<file path="src/rtl/clk_div_prog.sv">
// Multi-channel programmable clock divider with per-channel shadowed (div, high) configuration.
// Staged values take effect only on a period boundary, or on the next edge when the channel is idle.
module clk_div_prog #(
   parameter int NCH          = 4,
   parameter int W            = 28,
   parameter int DIV_DEFAULT  = 470,
   parameter int HIGH_DEFAULT = 235,
   localparam int CHW         = (NCH > 1) ? $clog2(NCH) : 1
) (
   input  logic             clock_in,
   input  logic             reset_n,
   input  logic [NCH-1:0]   en,
   input  logic             cfg_valid,
   input  logic [CHW-1:0]   cfg_ch,
   input  logic [W-1:0]     cfg_div,
   input  logic [W-1:0]     cfg_high,
   output logic             cfg_ack,
   output logic             cfg_err,
   output logic [NCH-1:0]   cfg_pending,
   output logic [NCH-1:0]   clock_out,
   output logic [NCH-1:0]   tick
);

   // cfg_valid is a single-cycle strobe with no ready: every strobe is answered on the
   // following cycle by exactly one of cfg_ack (staged) or cfg_err (dropped, nothing changes).

   logic [W-1:0]   cnt    [NCH];
   logic [W-1:0]   div_a  [NCH];
   logic [W-1:0]   high_a [NCH];
   logic [W-1:0]   div_s  [NCH];
   logic [W-1:0]   high_s [NCH];
   logic [NCH-1:0] wrap;
   logic [NCH-1:0] hit;
   logic           legal;

   always_comb begin
      legal = (32'(cfg_ch) < 32'(NCH)) &&
              (cfg_div >= W'(2)) &&
              (cfg_high >= W'(1)) &&
              (cfg_high <= cfg_div - W'(1));
   end

   // hit: this cycle's write targets channel c; it takes priority over applying the old shadow
   always_comb begin
      wrap = '0;
      hit  = '0;
      for (int c = 0; c < NCH; c++) begin
         wrap[c] = (cnt[c] >= div_a[c] - W'(1));
         hit[c]  = cfg_valid && legal && (32'(cfg_ch) == 32'(c));
      end
   end

   always_ff @(posedge clock_in or negedge reset_n) begin
      if (!reset_n) begin
         cfg_ack     <= 1'b0;
         cfg_err     <= 1'b0;
         cfg_pending <= '0;
         clock_out   <= '0;
         tick        <= '0;
         for (int c = 0; c < NCH; c++) begin
            cnt[c]    <= '0;
            div_a[c]  <= W'(DIV_DEFAULT);
            high_a[c] <= W'(HIGH_DEFAULT);
            div_s[c]  <= W'(DIV_DEFAULT);
            high_s[c] <= W'(HIGH_DEFAULT);
         end
      end else begin
         cfg_ack <= cfg_valid && legal;
         cfg_err <= cfg_valid && !legal;
         for (int c = 0; c < NCH; c++) begin
            if (en[c]) begin
               cnt[c]       <= wrap[c] ? '0 : cnt[c] + W'(1);
               clock_out[c] <= (cnt[c] < high_a[c]);
               tick[c]      <= (cnt[c] == '0);
            end else begin
               cnt[c]       <= '0;
               clock_out[c] <= 1'b0;
               tick[c]      <= 1'b0;
            end

            // A write on the wrap cycle is only staged, so the following period keeps the old values
            if (hit[c]) begin
               div_s[c]       <= cfg_div;
               high_s[c]      <= cfg_high;
               cfg_pending[c] <= 1'b1;
            end else if (cfg_pending[c] && (!en[c] || wrap[c])) begin
               div_a[c]       <= div_s[c];
               high_a[c]      <= high_s[c];
               cfg_pending[c] <= 1'b0;
            end
         end
      end
   end

endmodule

</file>
<file path="config.mk">
export PLATFORM = sky130hd
export DESIGN_NAME = clk_div_prog
export DESIGN_NICKNAME = d
export VERILOG_FILES = /design/src/rtl/clk_div_prog.sv
export SDC_FILE = /design/constraint.sdc
export NUM_CORES = 1
export LEC_CHECK = 0
export BUFFER_PORTS_ARGS = -buffer_cell sky130_fd_sc_hd__buf_2
export CAP_MARGIN = 15
export CORE_ASPECT_RATIO = 0.75
export CORE_UTILIZATION = 63
export DETAILED_ROUTE_END_ITERATION = 12
export HOLD_SLACK_MARGIN = 0.15
export PLACE_DENSITY = 0.88
export SLEW_MARGIN = 20
export SYNTH_ARGS = -nofsm -noshare
export SYNTH_HDL_FRONTEND = slang
export SYNTH_SLANG_ARGS = --single-unit
</file>
<file path="constraint.sdc">
create_clock -name clock_in -period 6 [get_ports clock_in]
set_input_delay 0.3 -clock clock_in [delete_from_list [all_inputs] [get_ports clock_in]]
set_output_delay 0.3 -clock clock_in [all_outputs]
set_load 0.02 [all_outputs]
</file>
Word level (Yosys, flattened, before mapping):

Index checks and enable logic that the tools add are counted.

* output and inout port bits: 14
* logic and storage cells: 113
* bits in registers: 574
* bits of input ports: 65

* bitwise gates (word level): 4
* mux-type cells: 24
* order comparisons: 11
* reduce and logical (&&, ||, !) cells: 34
* add/subtract/negate cells: 9
* equality and inequality tests: 3

Operators by type and width (count)
* 28-bit 2-to-1 mux: 8
* 28-bit by 1-bit subtractor with 28-bit output (second input constant): 5
* 28-bit by 1-bit adder with 28-bit output (second input constant): 4
* 28-bit greater-or-equal comparator: 4
* 28-bit logical NOT: 4
* 28-bit less-than comparator: 4
* 28-bit by 1-bit greater-or-equal comparator with 1-bit output (second input constant): 1
* 28-bit by 2-bit greater-or-equal comparator with 1-bit output (second input constant): 1
* 28-bit <= comparator: 1
* 1-bit 2-to-1 mux: 16
* 1-bit logical AND: 12
* 2-bit AND reduction: 4
* 2-bit nonzero test: 4
* 1-bit logical NOT: 5
* 2-bit == test (second input constant): 2
* 1-bit logical OR: 4
* 1-bit inverter: 4
* 2-bit by 1-bit == test with 1-bit output (second input constant): 1
* 2-bit logical NOT: 1

Logic depth before layout (Yosys ltp):

* depth after elaboration: 7
* depth in mapped cells: 19
* depth with buffers taken out: 17

Worst setup path before layout:

OpenSTA, ideal clock, no wires.

* path kind: input to register
* start: in cfg_div[15]
* end: reg div_a[0] (netlist name)
* data arrival time: 4403 ps
* stages: 17
* required time: 5873 ps
* setup slack: 1470 ps
* path through: buf_4 -> or4_4 -> or4_4 -> nor2_1 -> nand2_1 -> nor3_1 -> xnor2_1 -> ha_1 -> nand4_1 -> nor4_1 -> nand4_1 -> or4_1 -> o21ai_1 -> a211oi_2 -> buf_4 -> buf_6 -> mux2_1

* cells in the longest elaborated chain, start to end: 7
* elaborated cells on any way between the ends: 9
* classes of those cells: add/sub (1); order compare (2); bitwise (1); reduce/logical (5)

RTL lines
* from (decl): RTL line 15 `input logic [W-1:0] cfg_div,`
* 28-bit by 1-bit subtractor with 28-bit output or 28-bit by 2-bit greater-or-equal comparator with 1-bit output (tied branches): RTL line 40, 38
* 28-bit <= comparator or 1-bit logical AND (tied branches): RTL line 40, 38
* 1-bit logical AND (*): RTL line 39 `(cfg_high >= W'(1)) &&`
* 1-bit logical AND (*) (2 in series): RTL line 49 `hit[c] = cfg_valid && legal && (32'(cfg_ch) == 32'(c));`
* 1-bit inverter (no line) (*)
* 2-bit AND reduction (no line) (*)
* to (signal, indexed assignment): RTL line 62 `div_a[c] <= W'(DIV_DEFAULT);`
* to (signal, indexed assignment): RTL line 87 `div_a[c] <= div_s[c];`
* to (decl): RTL line 28 `logic [W-1:0] div_a [NCH];`

Mark *: on every way between the ends. The rest lies on a longest branch, timed or not.
A chain may end at the register's enable or synchronous reset.

Worst setup path in the final report:

* start: reg div_a[5] (netlist name)
* end: reg high_a[22] (netlist name)

* cells in the longest elaborated chain, start to end: 5

RTL lines
* 28-bit by 1-bit subtractor with 28-bit output: RTL line 48 `wrap[c] = (cnt[c] >= div_a[c] - W'(1));`
* 28-bit greater-or-equal comparator: RTL line 48
* 1-bit logical OR: RTL line 86 `end else if (cfg_pending[c] && (!en[c] || wrap[c])) begin`
* 1-bit logical AND: RTL line 86
* 2-bit AND reduction (no line)
* to (signal, indexed assignment): RTL line 63 `high_a[c] <= W'(HIGH_DEFAULT);`
* to (signal, indexed assignment): RTL line 88 `high_a[c] <= high_s[c];`
* to (decl): RTL line 29 `logic [W-1:0] high_a [NCH];`

Every way passes these cells.

==> impl_metrics.py <==
metrics = {
    "clocking": {
        "clk_latency_ns": 0.63,
        "clock-sinks": 574,
        "cts_buffers": 54,
        "clk_path_buf_depth": 3,
        "path_clk_slew_ns": 0.07,
        "h-tree-depth": 2,
        "cts_root_buf": "clkbuf_16",
        "post_cts_buffers": 0,
        "tritoncts": "built",
    },
    "worst_setup_path": {
        "worstSetupPathType": "reg -> reg",
        "end_kind": "flip-flop",
        "rrSetupSlack_ns": 0.57,
        "arrival_ns": 5.92,
        "cp_data_required_time_ns": 6.49,
        "cp-start-kind": "flip-flop",
        "critPathMaxFanout": 56,
    },
    "global_route": {
        "antenna_found_initial": 7,
        "grt_pass1_vias": 22000,
        "grt_max_degree": 178,
        "grt.overflow.total": 0,
        "grt_use_total_pct": 31.82,
        "grt_pass1_wl_mm": 123.1,
    },
    "yosys": {
        "synthTopCellsByArea": "dfrtp_1 (39%), mux2_2 (12%), ha_1 (11%)",
        "synth.distinct_cells": 60,
        "synth-main-ff-cell": "dfrtp_1",
        "ys_ff_latch": 574,
        "synth_area_leader_cell": "dfrtp_1",
        "netlist_instances": 2665,
        "syn_nets": 2992,
        "async_flop_share_pct": 100.0,
        "synth-seq-area-share_pct": 46.95,
        "yosys_warnings": 0,
        "avgSynthCellArea_um2": 11.57,
        "synth_edf_count": 0,
        "netlist_area_um2": 30850,
        "yosysTopAreaCellShare_pct": 38.78,
    },
    "drt": {
        "drc": 0,
        "wl_mm": 77.73,
        "via_per_inst": 6.197,
        "antenna_left": 0,
        "dr.pass1.iters": 5,
        "avgRoutedWirePerCell_um": 22.55,
        "vias": 21360,
        "drt-initial-drc-count": 1593,
    },
    "sta": {
        "tightestPinTransition_ns": 1.107,
        "hold_violations": 0,
        "fmax_ghz": 0.1841,
        "finalWorstSetupSlack_ns": 0.5684,
        "finalCritPeriodShare_pct": 90.53,
        "grt_setup_unrepaired": "false",
        "relSlewSlack_pct": 26.18,
        "fin_setup_tns_ns": 0,
        "setup_viol_count_final": 0,
        "skew_ns": 0.02071,
        "finalMaxSlewViolations": 0,
        "fin_crit_ns": 5.432,
    },
    "cells_and_area": {
        "area_growth_pct": 9.585,
        "multi_input_area_um2": 15350,
        "postLayoutCoreUtil_pct": 70.68,
        "final_area_um2": 33800,
        "nFillCells": 3335,
        "seq_area_um2": 14480,
        "layout-drive-gt1-share_pct": 22.20,
        "final_nets": 3087,
    },
    "floorplanning": {
        "start_util_pct": 64.50,
        "die_x_um": 257.5,
        "dieArea_um2": 49860,
        "core_area_um2": 47830,
        "ios": 79,
        "num_rows": 69,
        "fp.dieH_um": 193.6,
    },
    "placed_design": {
        "hpwlAfterDp_mm": 53.71,
        "place_ws_ns": 0.6442,
        "placed_area_um2": 31770,
        "io_buffer_count": 78,
        "routabilityCongestion": 0.9569,
    },
    "run": {
        "cap_violations": 0,
    },
    "outcome": {
        "status": "completed",
    },
    "min_path": {
        "holdCritPathClass": "in -> reg",
    },
    "power_and_ir_drop": {
        "power_uw": 13620,
        "p_per_area_nw_per_um2": 402.9,
        "cellLeakagePower_uw": 0.01532,
        "ir_worst_vdd_mv": 0.2974,
    },
}
==> synthesized netlist by cell type, drive strengths merged, types with 6 or more instances <==
master,count
and2,8
nor2,220
nor3,61
mux2,448
a21oi,69
and3,23
inv,149
o211ai,7
buf,54
and4,14
xor2,102
nand3,59
a31oi,6
or4,20
nor4b,9
nand2b,16
a21o,31
nand4,48
nor2b,13
o21ai,56
dfrtp,478
clkbuf,18
a211oi,15
dfstp,96
ha,262
nand2,120
a2111oi,9
nand3b,9
xnor2,131
a41oi,7
nor4,69
==> report_power, final <==
group          internal [uW]  total [uW]  switching (uW)
Clock                   2040        3570            1530
Sequential              5280        6340            1060
Combinational           1870        3710            1840
==> placed cells by master (no fill, tap or decap), types with 48 or more instances in the layout <==
cell | Yosys | final
o21ai_0 | 55 | 55
xor2_1 | 102 | 102
ha_1 | 262 | 262
nor4_1 | 69 | 69
a21oi_1 | 69 | 68
nor2_1 | 220 | 220
inv_1 | 149 | 149
nor3_1 | 60 | 60
dfrtp_1 | 478 | 478
xnor2_1 | 131 | 131
clkbuf_16 | 0 | 57
nand2_1 | 120 | 116
mux2_2 | 317 | 317
nand4_1 | 48 | 48
mux2_1 | 131 | 131
buf_2 | 16 | 77
dfstp_2 | 96 | 96
nand3_1 | 59 | 59
==> final timing paths <==
path / startpoint / to / cells after the start
worst max-delay path: div_a[5] / high_a[22] / 15
worst min-delay path: cfg_high[3] / high_s[87] / 2
worst max register to register: div_a[5] / high_a[22] / 15
worst min register to register: high_s[103] / high_a[103] / 1
max in group asynchronous: reset_n / div_a[76] / 3
min in group asynchronous: reset_n / high_a[64] / 2
==> state kept, by name, indices dropped and copies added, names as in the netlist <==
signal / count
cfg_ack: 1
cfg_err: 1
cfg_pending: 4
clock_out: 4
cnt: 112
div_a: 112
div_s: 112
high_a: 112
high_s: 112
tick: 4
==> area by class of cell <==
type                            instances  area share [%]
Antenna cell                            2         0.01481
Clock buffer                           77           4.856
Clock inverter                         25          0.6774
Inverter                              149           1.655
Multi-Input combinational cell       1870           45.40
Sequential cell                       574           42.85
Tap cell                              639           2.365
Timing Repair Buffer                  111           2.188
==> worst max-delay path, stage by stage (launching register included) <==
cell,delay (ns)
dfrtp_1,0.41
nor4_1,0.38
nand2_1,0.13
nor4_1,0.47
nand2_1,0.24
nor4_1,0.73
xnor2_1,0.20
ha_1,0.36
a21oi_1,0.16
o21ai_0,0.16
a2111oi_0,0.53
nand2_1,0.14
o21ai_0,0.50
a211oi_4,0.04
buf_4,0.40
mux2_1,0.42
==> metrics by stage <==
| stage | hold slack (ns) | std cells |
|---|---|---|
| after detailed placement | 0.2793 | 3328 |
| after global placement | 0.2718 | 3328 |
| after floorplan | 0.004409 | 2665 |
| final | 0.1766 | 3447 |
| after global routing | 0.1529 | 3445 |
| after CTS | 0.1509 | 3445 |
==> cells by family after synthesis <==
group,count (synthesis),share of synthesized area (%)
AOI/OAI and AO/OA,224,4.584
xor gates and xnor gates,233,6.616
adders and majority gates,262,10.63
buffers and inverters,221,3.452
DFF,574,46.95
muxes,448,16.35
and+or+nand+nor,703,11.41
==> metal layers <==
layer / routed length [um] / up-vias / GRT usage, %
met5: 13 / - / 0
met3: 6223 / 218 / 7.150
li1: - / 9673 / -
met2: 35290 / 789 / 49.33
met4: 3845 / 2 / 15.19
met1: 32360 / 10680 / 42.61
==> what timing repair did <==
| action | CTS | global route |
|---|---|---|
| gates resized for setup | 0 | 0 |
| hold buffers | 15 | 0 |
| hold endpoints to repair | 90 | 0 |
Note: power is estimated with default switching activity, not from simulation.
